File: src/rtl/piso8_tx_pkg.sv
// Shared types and constants for the PISO8 transmit controller.
// No logic; combinational constants only.
// No flow control.
package piso8_tx_pkg;
    localparam int NBITS     = 8;
    localparam int DIV_CNT_W = 8;

    typedef enum logic [1:0] {
        IDLE  = 2'd0,
        LOAD  = 2'd1,
        SHIFT = 2'd2
    } tx_state_t;
endpackage

File: src/rtl/bit_timer.sv
// Bit-period divider: counts 0..DIV-1 while run is high, clears otherwise.
// tc is combinational in the last cycle of each bit period.
// No backpressure; run low forces the count back to zero on the next edge.
module bit_timer
    import piso8_tx_pkg::*;
#(
    parameter int DIV = 4
) (
    input  logic core_clk,
    input  logic arst_n,
    input  logic run,
    output logic tc
);
    localparam logic [DIV_CNT_W-1:0] TC_VAL = DIV_CNT_W'(DIV - 1);

    logic [DIV_CNT_W-1:0] div_cnt;

    assign tc = run && (div_cnt == TC_VAL);

    always_ff @(posedge core_clk or negedge arst_n) begin
        if (!arst_n) begin
            div_cnt <= '0;
        end else if (!run || (div_cnt == TC_VAL)) begin
            div_cnt <= '0;
        end else begin
            div_cnt <= div_cnt + 1'b1;
        end
    end
endmodule

File: src/rtl/piso8_tx_ctrl.sv
// Drives an external CE-gated PISO8 to send one byte MSB first, DIV cycles per bit.
// Frame = 1 LOAD cycle + 8*DIV SHIFT cycles after the accepting edge.
// READY only in IDLE with ABORT low; VALID/DATA ignored while a frame is running.
module piso8_tx_ctrl
    import piso8_tx_pkg::*;
#(
    parameter int DIV = 4
) (
    input  logic       CLK,
    input  logic       RESETN,
    input  logic [7:0] DATA,
    input  logic       VALID,
    output logic       READY,
    input  logic       ABORT,
    output logic [7:0] PISO_PI,
    output logic       PISO_LOAD,
    output logic       PISO_CE,
    output logic       PISO_SI,
    output logic       FRAME,
    output logic       DONE
);
    localparam logic [2:0] LAST_BIT = 3'(NBITS - 1);

    tx_state_t  state;
    tx_state_t  state_nxt;
    logic [2:0] bit_cnt;
    logic [7:0] pi_q;
    logic       accept;
    logic       tmr_run;
    logic       tmr_tc;

    // An abort also stops the timer so no terminal count can fire this cycle.
    assign tmr_run = (state == SHIFT) && !ABORT;

    bit_timer #(.DIV(DIV)) u_bit_timer (
        .core_clk (CLK),
        .arst_n   (RESETN),
        .run      (tmr_run),
        .tc       (tmr_tc)
    );

    assign PISO_PI = pi_q;
    assign PISO_SI = 1'b0;

    always_comb begin
        state_nxt = state;
        READY     = 1'b0;
        PISO_LOAD = 1'b0;
        PISO_CE   = 1'b0;
        FRAME     = 1'b0;
        DONE      = 1'b0;
        accept    = 1'b0;
        case (state)
            IDLE: begin
                // Gated by RESETN so READY is low throughout reset.
                READY  = !ABORT && RESETN;
                accept = VALID && READY;
                if (accept) begin
                    state_nxt = LOAD;
                end
            end
            LOAD: begin
                PISO_LOAD = 1'b1;
                PISO_CE   = 1'b1;
                state_nxt = ABORT ? IDLE : SHIFT;
            end
            SHIFT: begin
                FRAME = 1'b1;
                if (ABORT) begin
                    state_nxt = IDLE;
                end else if (tmr_tc) begin
                    if (bit_cnt == LAST_BIT) begin
                        DONE      = 1'b1;
                        state_nxt = IDLE;
                    end else begin
                        PISO_CE = 1'b1;
                    end
                end
            end
            default: begin
                state_nxt = IDLE;
            end
        endcase
    end

    always_ff @(posedge CLK or negedge RESETN) begin
        if (!RESETN) begin
            state   <= IDLE;
            bit_cnt <= '0;
            pi_q    <= '0;
        end else begin
            state <= state_nxt;
            if (accept) begin
                pi_q <= DATA;
            end
            if (state != SHIFT) begin
                bit_cnt <= '0;
            end else if (PISO_CE) begin
                bit_cnt <= bit_cnt + 1'b1;
            end
        end
    end
endmodule
File: config.mk
export PLATFORM = sky130hd
export DESIGN_NAME = piso8_tx_ctrl
export DESIGN_NICKNAME = d
export VERILOG_FILES = /design/src/rtl/piso8_tx_pkg.sv /design/src/rtl/bit_timer.sv /design/src/rtl/piso8_tx_ctrl.sv
export SDC_FILE = /design/constraint.sdc
export NUM_CORES = 1
export LEC_CHECK = 0
export BUFFER_PORTS_ARGS = -buffer_cell sky130_fd_sc_hd__clkbuf_2
export CELL_PAD_IN_SITES_DETAIL_PLACEMENT = 1
export CELL_PAD_IN_SITES_GLOBAL_PLACEMENT = 1
export CORE_MARGIN = 2
export CORE_UTILIZATION = 41
export DETAILED_ROUTE_END_ITERATION = 10
export HOLD_SLACK_MARGIN = 0.03
export PLACE_DENSITY_LB_ADDON = 0.1
export SLEW_MARGIN = 10
export SYNTH_ARGS = -nofsm -noshare
export SYNTH_HDL_FRONTEND = slang
export SYNTH_HIERARCHICAL = 1
export SYNTH_SLANG_ARGS = --single-unit
File: constraint.sdc
create_clock -name CLK -period 3.25 [get_ports CLK]
set_input_delay 0.4875 -clock CLK [delete_from_list [all_inputs] [get_ports CLK]]
set_output_delay 0.4875 -clock CLK [all_outputs]
set_load 0.02 [all_outputs]
== Word level (Yosys, flattened, before mapping) ==
Index checks and enable logic that the tools add are counted.
Operators by class
  reduce and logical (&&, ||, !) cells: 10
  add/sub/neg operators: 2
  eq/ne operators: 8
  muxes and demuxes: 21
Operators by type and width (number)
  $mux 1: 11
  $mux 2: 5
  $add 8x1->8 const B: 1
  $eq 8x2->1 const B: 1
  $mux 8: 1
  $mux 3: 2
  $pmux 2 s3: 1
  $logic_and 1x1->1: 4
  $ne 2x2->1 const B: 2
  $add 3x1->3 const B: 1
  $eq 3x3->1 const B: 1
  $ne 3x2->1 const B: 1
  $ne 3x3->1 const B: 1
  $reduce_and 3->1: 1
  $eq 2x1->1 const B: 1
  $eq 2x2->1 const B: 1
  $logic_not 1->1: 2
  $logic_not 2->1: 1
  $pmux 1 s2: 1
  $reduce_bool 2->1: 1
  $logic_or 1x1->1: 1
Storage, ports and cells
  output and inout port bits: 14
  input port bits: 12
  register bits: 21

== Depth between registers and ports, before layout ==
  word-level depth: 8
  mapped depth: 9
  depth with buffers taken out: 8

== Cells and area by module ==
The synthesis kept the hierarchy.
By module, submodules not included
  piso8_tx_ctrl: cells an instance 60, instances 1, area each 737.0 sq um
  bit_timer: cells an instance 39, instances 1, area each 399.1 sq um

== Worst setup path before layout ==
Ideal clock, no wire load.
  path type: reg-to-output
  start: register state[0]
  end: output PISO_CE
  cell stages (with the launch flop): 9
  path slack: 0.715 ns
  path buffers: 1
  arrival time: 2.047 ns
  path through: dfrtp_1 > inv_1 > ha_1 > nor2b_2 > inv_1 > nor4b_1 > and4bb_1 > buf_4 > o21a_1
Between the ends
  longest elaborated chain between the ends: 6
  elaborated cells between the ends (all ways): 7
RTL lines
  start, declared: RTL line piso8_tx_ctrl.sv:24  | tx_state_t state;
  start signal, assigned: RTL line piso8_tx_ctrl.sv:92  | state <= state_nxt;
  $eq 2x2->1: RTL line piso8_tx_ctrl.sv:33  | assign tmr_run = (state == SHIFT) && !ABORT;
  $logic_and 1x1->1: RTL line piso8_tx_ctrl.sv:33
  net tmr_run: RTL line piso8_tx_ctrl.sv:29  | logic tmr_run;
  $logic_and 1x1->1: RTL line bit_timer.sv:18  | assign tc = run && (div_cnt == TC_VAL);
  net tmr_tc: RTL line piso8_tx_ctrl.sv:30  | logic tmr_tc;
  $mux 1: RTL line piso8_tx_ctrl.sv:71  | end else if (tmr_tc) begin
  $mux 1: RTL line piso8_tx_ctrl.sv:69  | if (ABORT) begin
  $pmux 1 s2: RTL line piso8_tx_ctrl.sv:53  | case (state)
  end, declared: RTL line piso8_tx_ctrl.sv:17  | output logic PISO_CE,
The timed path passes the listed nets, and every way through them passes these cells.

== Worst setup path after layout ==
Ends and elaborated chain as after synthesis.

==> reports/qor.yml <==
yosys:
  synth_nets: 118
  ys.warnings.count: 6
  netlist_area_um2: 1140
  yosysUniqueCellTypes: 34
  synth_seq_cells: 21
  syn_area_per_cell_um2: 11.5
  synthCells: 99
  yosysSeqAreaShare_pct: 46.3
setup_path:
  worstPathCellList: "inv_1, ha_2, nor2b_2, inv_1, nor4b_2, and4bb_2, o21a_1, clkbuf_2"
  r2r_start: "state[0]"
  critPathKind: "register to primary output"
  crit_family: "simple AND/OR/NAND/NOR gates"
  critPathRequiredTime_ps: 2760
  crit_top_cell: "inv_1"
  end_kind: "primary output"
  ff2ff_path_depth: 8
  critical_path.max_stage_delay_ps: 410
  r2r_slack_ps: 830
  startpoint_type: "register"
  slowest_stage: "dfrtp_1"
  worst-path-max-fanout: 13
  cp.arrival_ps: 2520
  r2r_end: "state[0]"
  crit_buf_inv: 3
worst_hold_path:
  hold_class: "input pin to asynchronous set/reset pin"
clock_network:
  cts_buffer_depth: 2
  cts-root-buf: "clkbuf_4"
  clkSinkCount: 21
  insertion_delay_ps: 300
  htreeDepth: 1
  cts_tree: "yes"
  cts.clk_slew.worst_paths_ps: 120
  cts_setup_buffers: 0
  numCtsBuffers: 3
placement:
  io_buffers: 24
  pre_cts_ws_ps: 267
  gp_congestion: 0.798
  dp.cells: 152
  dp_hpwl_mm: 1.79
sta:
  fin_worst_skew_ps: 6.41
  setup_tns_ps: 0
  final_max_slew_viol_count: 0
  final_hold_viol_count: 0
  timing.fmax_mhz: 332
  worst_slack_ps: 240
  holdWs_ps: 142
  rsz0062_at_grt: "false"
  finalCriticalPeriod_ps: 3010
  finalSetupViolCount: 0
  finalCritPeriodShare_pct: 92.6
global_routing:
  antenna_found_initial: 0
  grt_max_degree: 24
  grt_pass1_vias: 935
  grt_first_pass_wirelength_mm: 4.16
  grt_overflow: 0
  gr-usage-all-layers_pct: 16.4
detailed_routing:
  wl_mm: 2.27
  first_pass_iters: 3
  drcViolationCount: 0
  drt_iter0_markers: 38
  vias_per_cell: 5.47
  antenna_left: 0
  vias: 853
  avgRoutedWirePerCell_um: 14.6
floorplan:
  fp-row-count: 19
  die_w_um: 56.6
  fp.dieH_um: 56.6
  core_area_um2: 2690
  ioPinCount: 26
  initial_utilization_pct: 42.3
  dieArea_um2: 3210
job:
  maxCapViolations: 0
cells_and_area:
  final_cell_mix: "clkbuf_2 (24), dfrtp_1 (21), mux2_1 (9)"
  antenna_cells: 0
  fin_nets: 145
  area_growth_pct: 16.1
  instances_no_fill: 156
  drive_above_1_share_pct: 29.6
  mostFrequentLayoutCell: "clkbuf_2"
outcome:
  status: "finished clean"
power_and_ir_drop:
  cellLeakagePower_nw: 0.601
  p_per_area_nw_per_um2: 654
  ir_drop_mv: 0.438
[worst reg2reg max path, stage by stage (launching register included)]
cell	delay (ps)
dfrtp_1	410
inv_1	110
ha_2	310
nor2b_2	310
inv_1	110
nor4b_2	330
nand2_1	110
a22oi_2	250
mux2_1	360
[cell type report]
class	count	area, um2
fillers	305	1370
clock inverters	1	5.00
repair buffers	25	128
well taps	31	38.8
inverters	5	18.8
flip-flops and latches	21	526
multi-input cells	70	581
clock buffers	3	22.5
[cells by family after synthesis]
group | Yosys count | share of synthesized area, %
buffers and inverters | 8 | 3.41
flip-flops | 21 | 46.3
AO/OA/AOI/OAI | 14 | 10.6
adder cells (fa/ha/maj) | 7 | 7.71
multiplexers | 11 | 10.7
AND/OR/NAND/NOR | 34 | 18.7
other | 1 | 0.330
XOR/XNOR | 3 | 2.31
[per-stage QoR]
step | utilization (%) | instance area, um2 | power, W
floorplan | - | 1140 | 0.000624
global placement | 47.7 | 1280 | 0.000734
detailed placement | 47.7 | 1280 | 0.000751
CTS | 48.9 | 1310 | 0.000880
global route | 49.1 | 1320 | 0.000924
finish | 49.1 | 1320 | 0.000863
[report_power, final]
part | internal, W | total (W) | leakage, nW | switching [W]
clock | 0.0000458 | 0.000124 | 0.0177 | 0.0000780
combinational | 0.000148 | 0.000375 | 0.308 | 0.000227
sequential | 0.000326 | 0.000364 | 0.275 | 0.0000380
total | 0.000519 | 0.000863 | 0.601 | 0.000343
[synth_stat cells]
cell / number / area, um2
a21oi_1: 3 / 15.0
a22oi_2: 1 / 12.5
and4bb_1: 1 / 12.5
nand2b_1: 1 / 6.26
nand4_1: 3 / 18.8
or4_4: 1 / 11.3
xnor2_1: 1 / 8.76
or3_1: 3 / 18.8
a221o_1: 1 / 10.0
a32oi_1: 2 / 17.5
buf_4: 2 / 15.0
nand3b_1: 5 / 37.5
o41ai_4: 1 / 27.5
nor2b_1: 2 / 12.5
ha_1: 7 / 87.6
nor4b_1: 1 / 8.76
buf_2: 1 / 5.00
and3b_1: 1 / 8.76
o21ai_0: 3 / 15.0
mux2_1: 9 / 101
dfrtp_1: 21 / 526
nand2_1: 2 / 7.51
and2_1: 1 / 6.26
mux2i_1: 2 / 20.0
nand3_1: 4 / 20.0
nor2b_2: 1 / 8.76
and3_1: 1 / 6.26
o211ai_1: 2 / 15.0
o21a_1: 1 / 7.51
nor2_1: 6 / 22.5
xor2_1: 2 / 17.5
conb_1: 1 / 3.75
nand2_2: 1 / 6.26
inv_1: 5 / 18.8
[timing repair]
action | 4_1_cts | 5_1_grt
hold buffers | 0 | 0
endpoints found under the setup margin | 1 | 1
gates resized for setup | 1 | 2
[layer usage]
metal	GRT usage (%)	share of wire [%]	vias to the layer above	wire, um
met5	0	0	-	0
met4	4.08	0.84	0	19
met3	2.76	2.2	2	50
met2	28.9	51	8	1150
met1	20.6	46	432	1050
li1	-	-	411	-
[worst max-delay path by stage]
stage             start      end  slack (ps)  cells past startpoint
6_report       state[0]  PISO_CE         240                      8
5_1_grt        state[0]  PISO_CE          30                      8
3_5_place_dp   state[0]  PISO_CE         270                      8
2_1_floorplan  state[0]  PISO_CE         720                      8
3_3_place_gp   state[0]  PISO_CE         430                      8
4_1_cts        state[0]  PISO_CE          40                      8
[state kept, by name (all words and copies together) (netlist names)]
name,count
PISO_PI,8
bit_cnt,3
state,2
u_bit_timer/div_cnt,8
(Power assumes the default switching activity.)
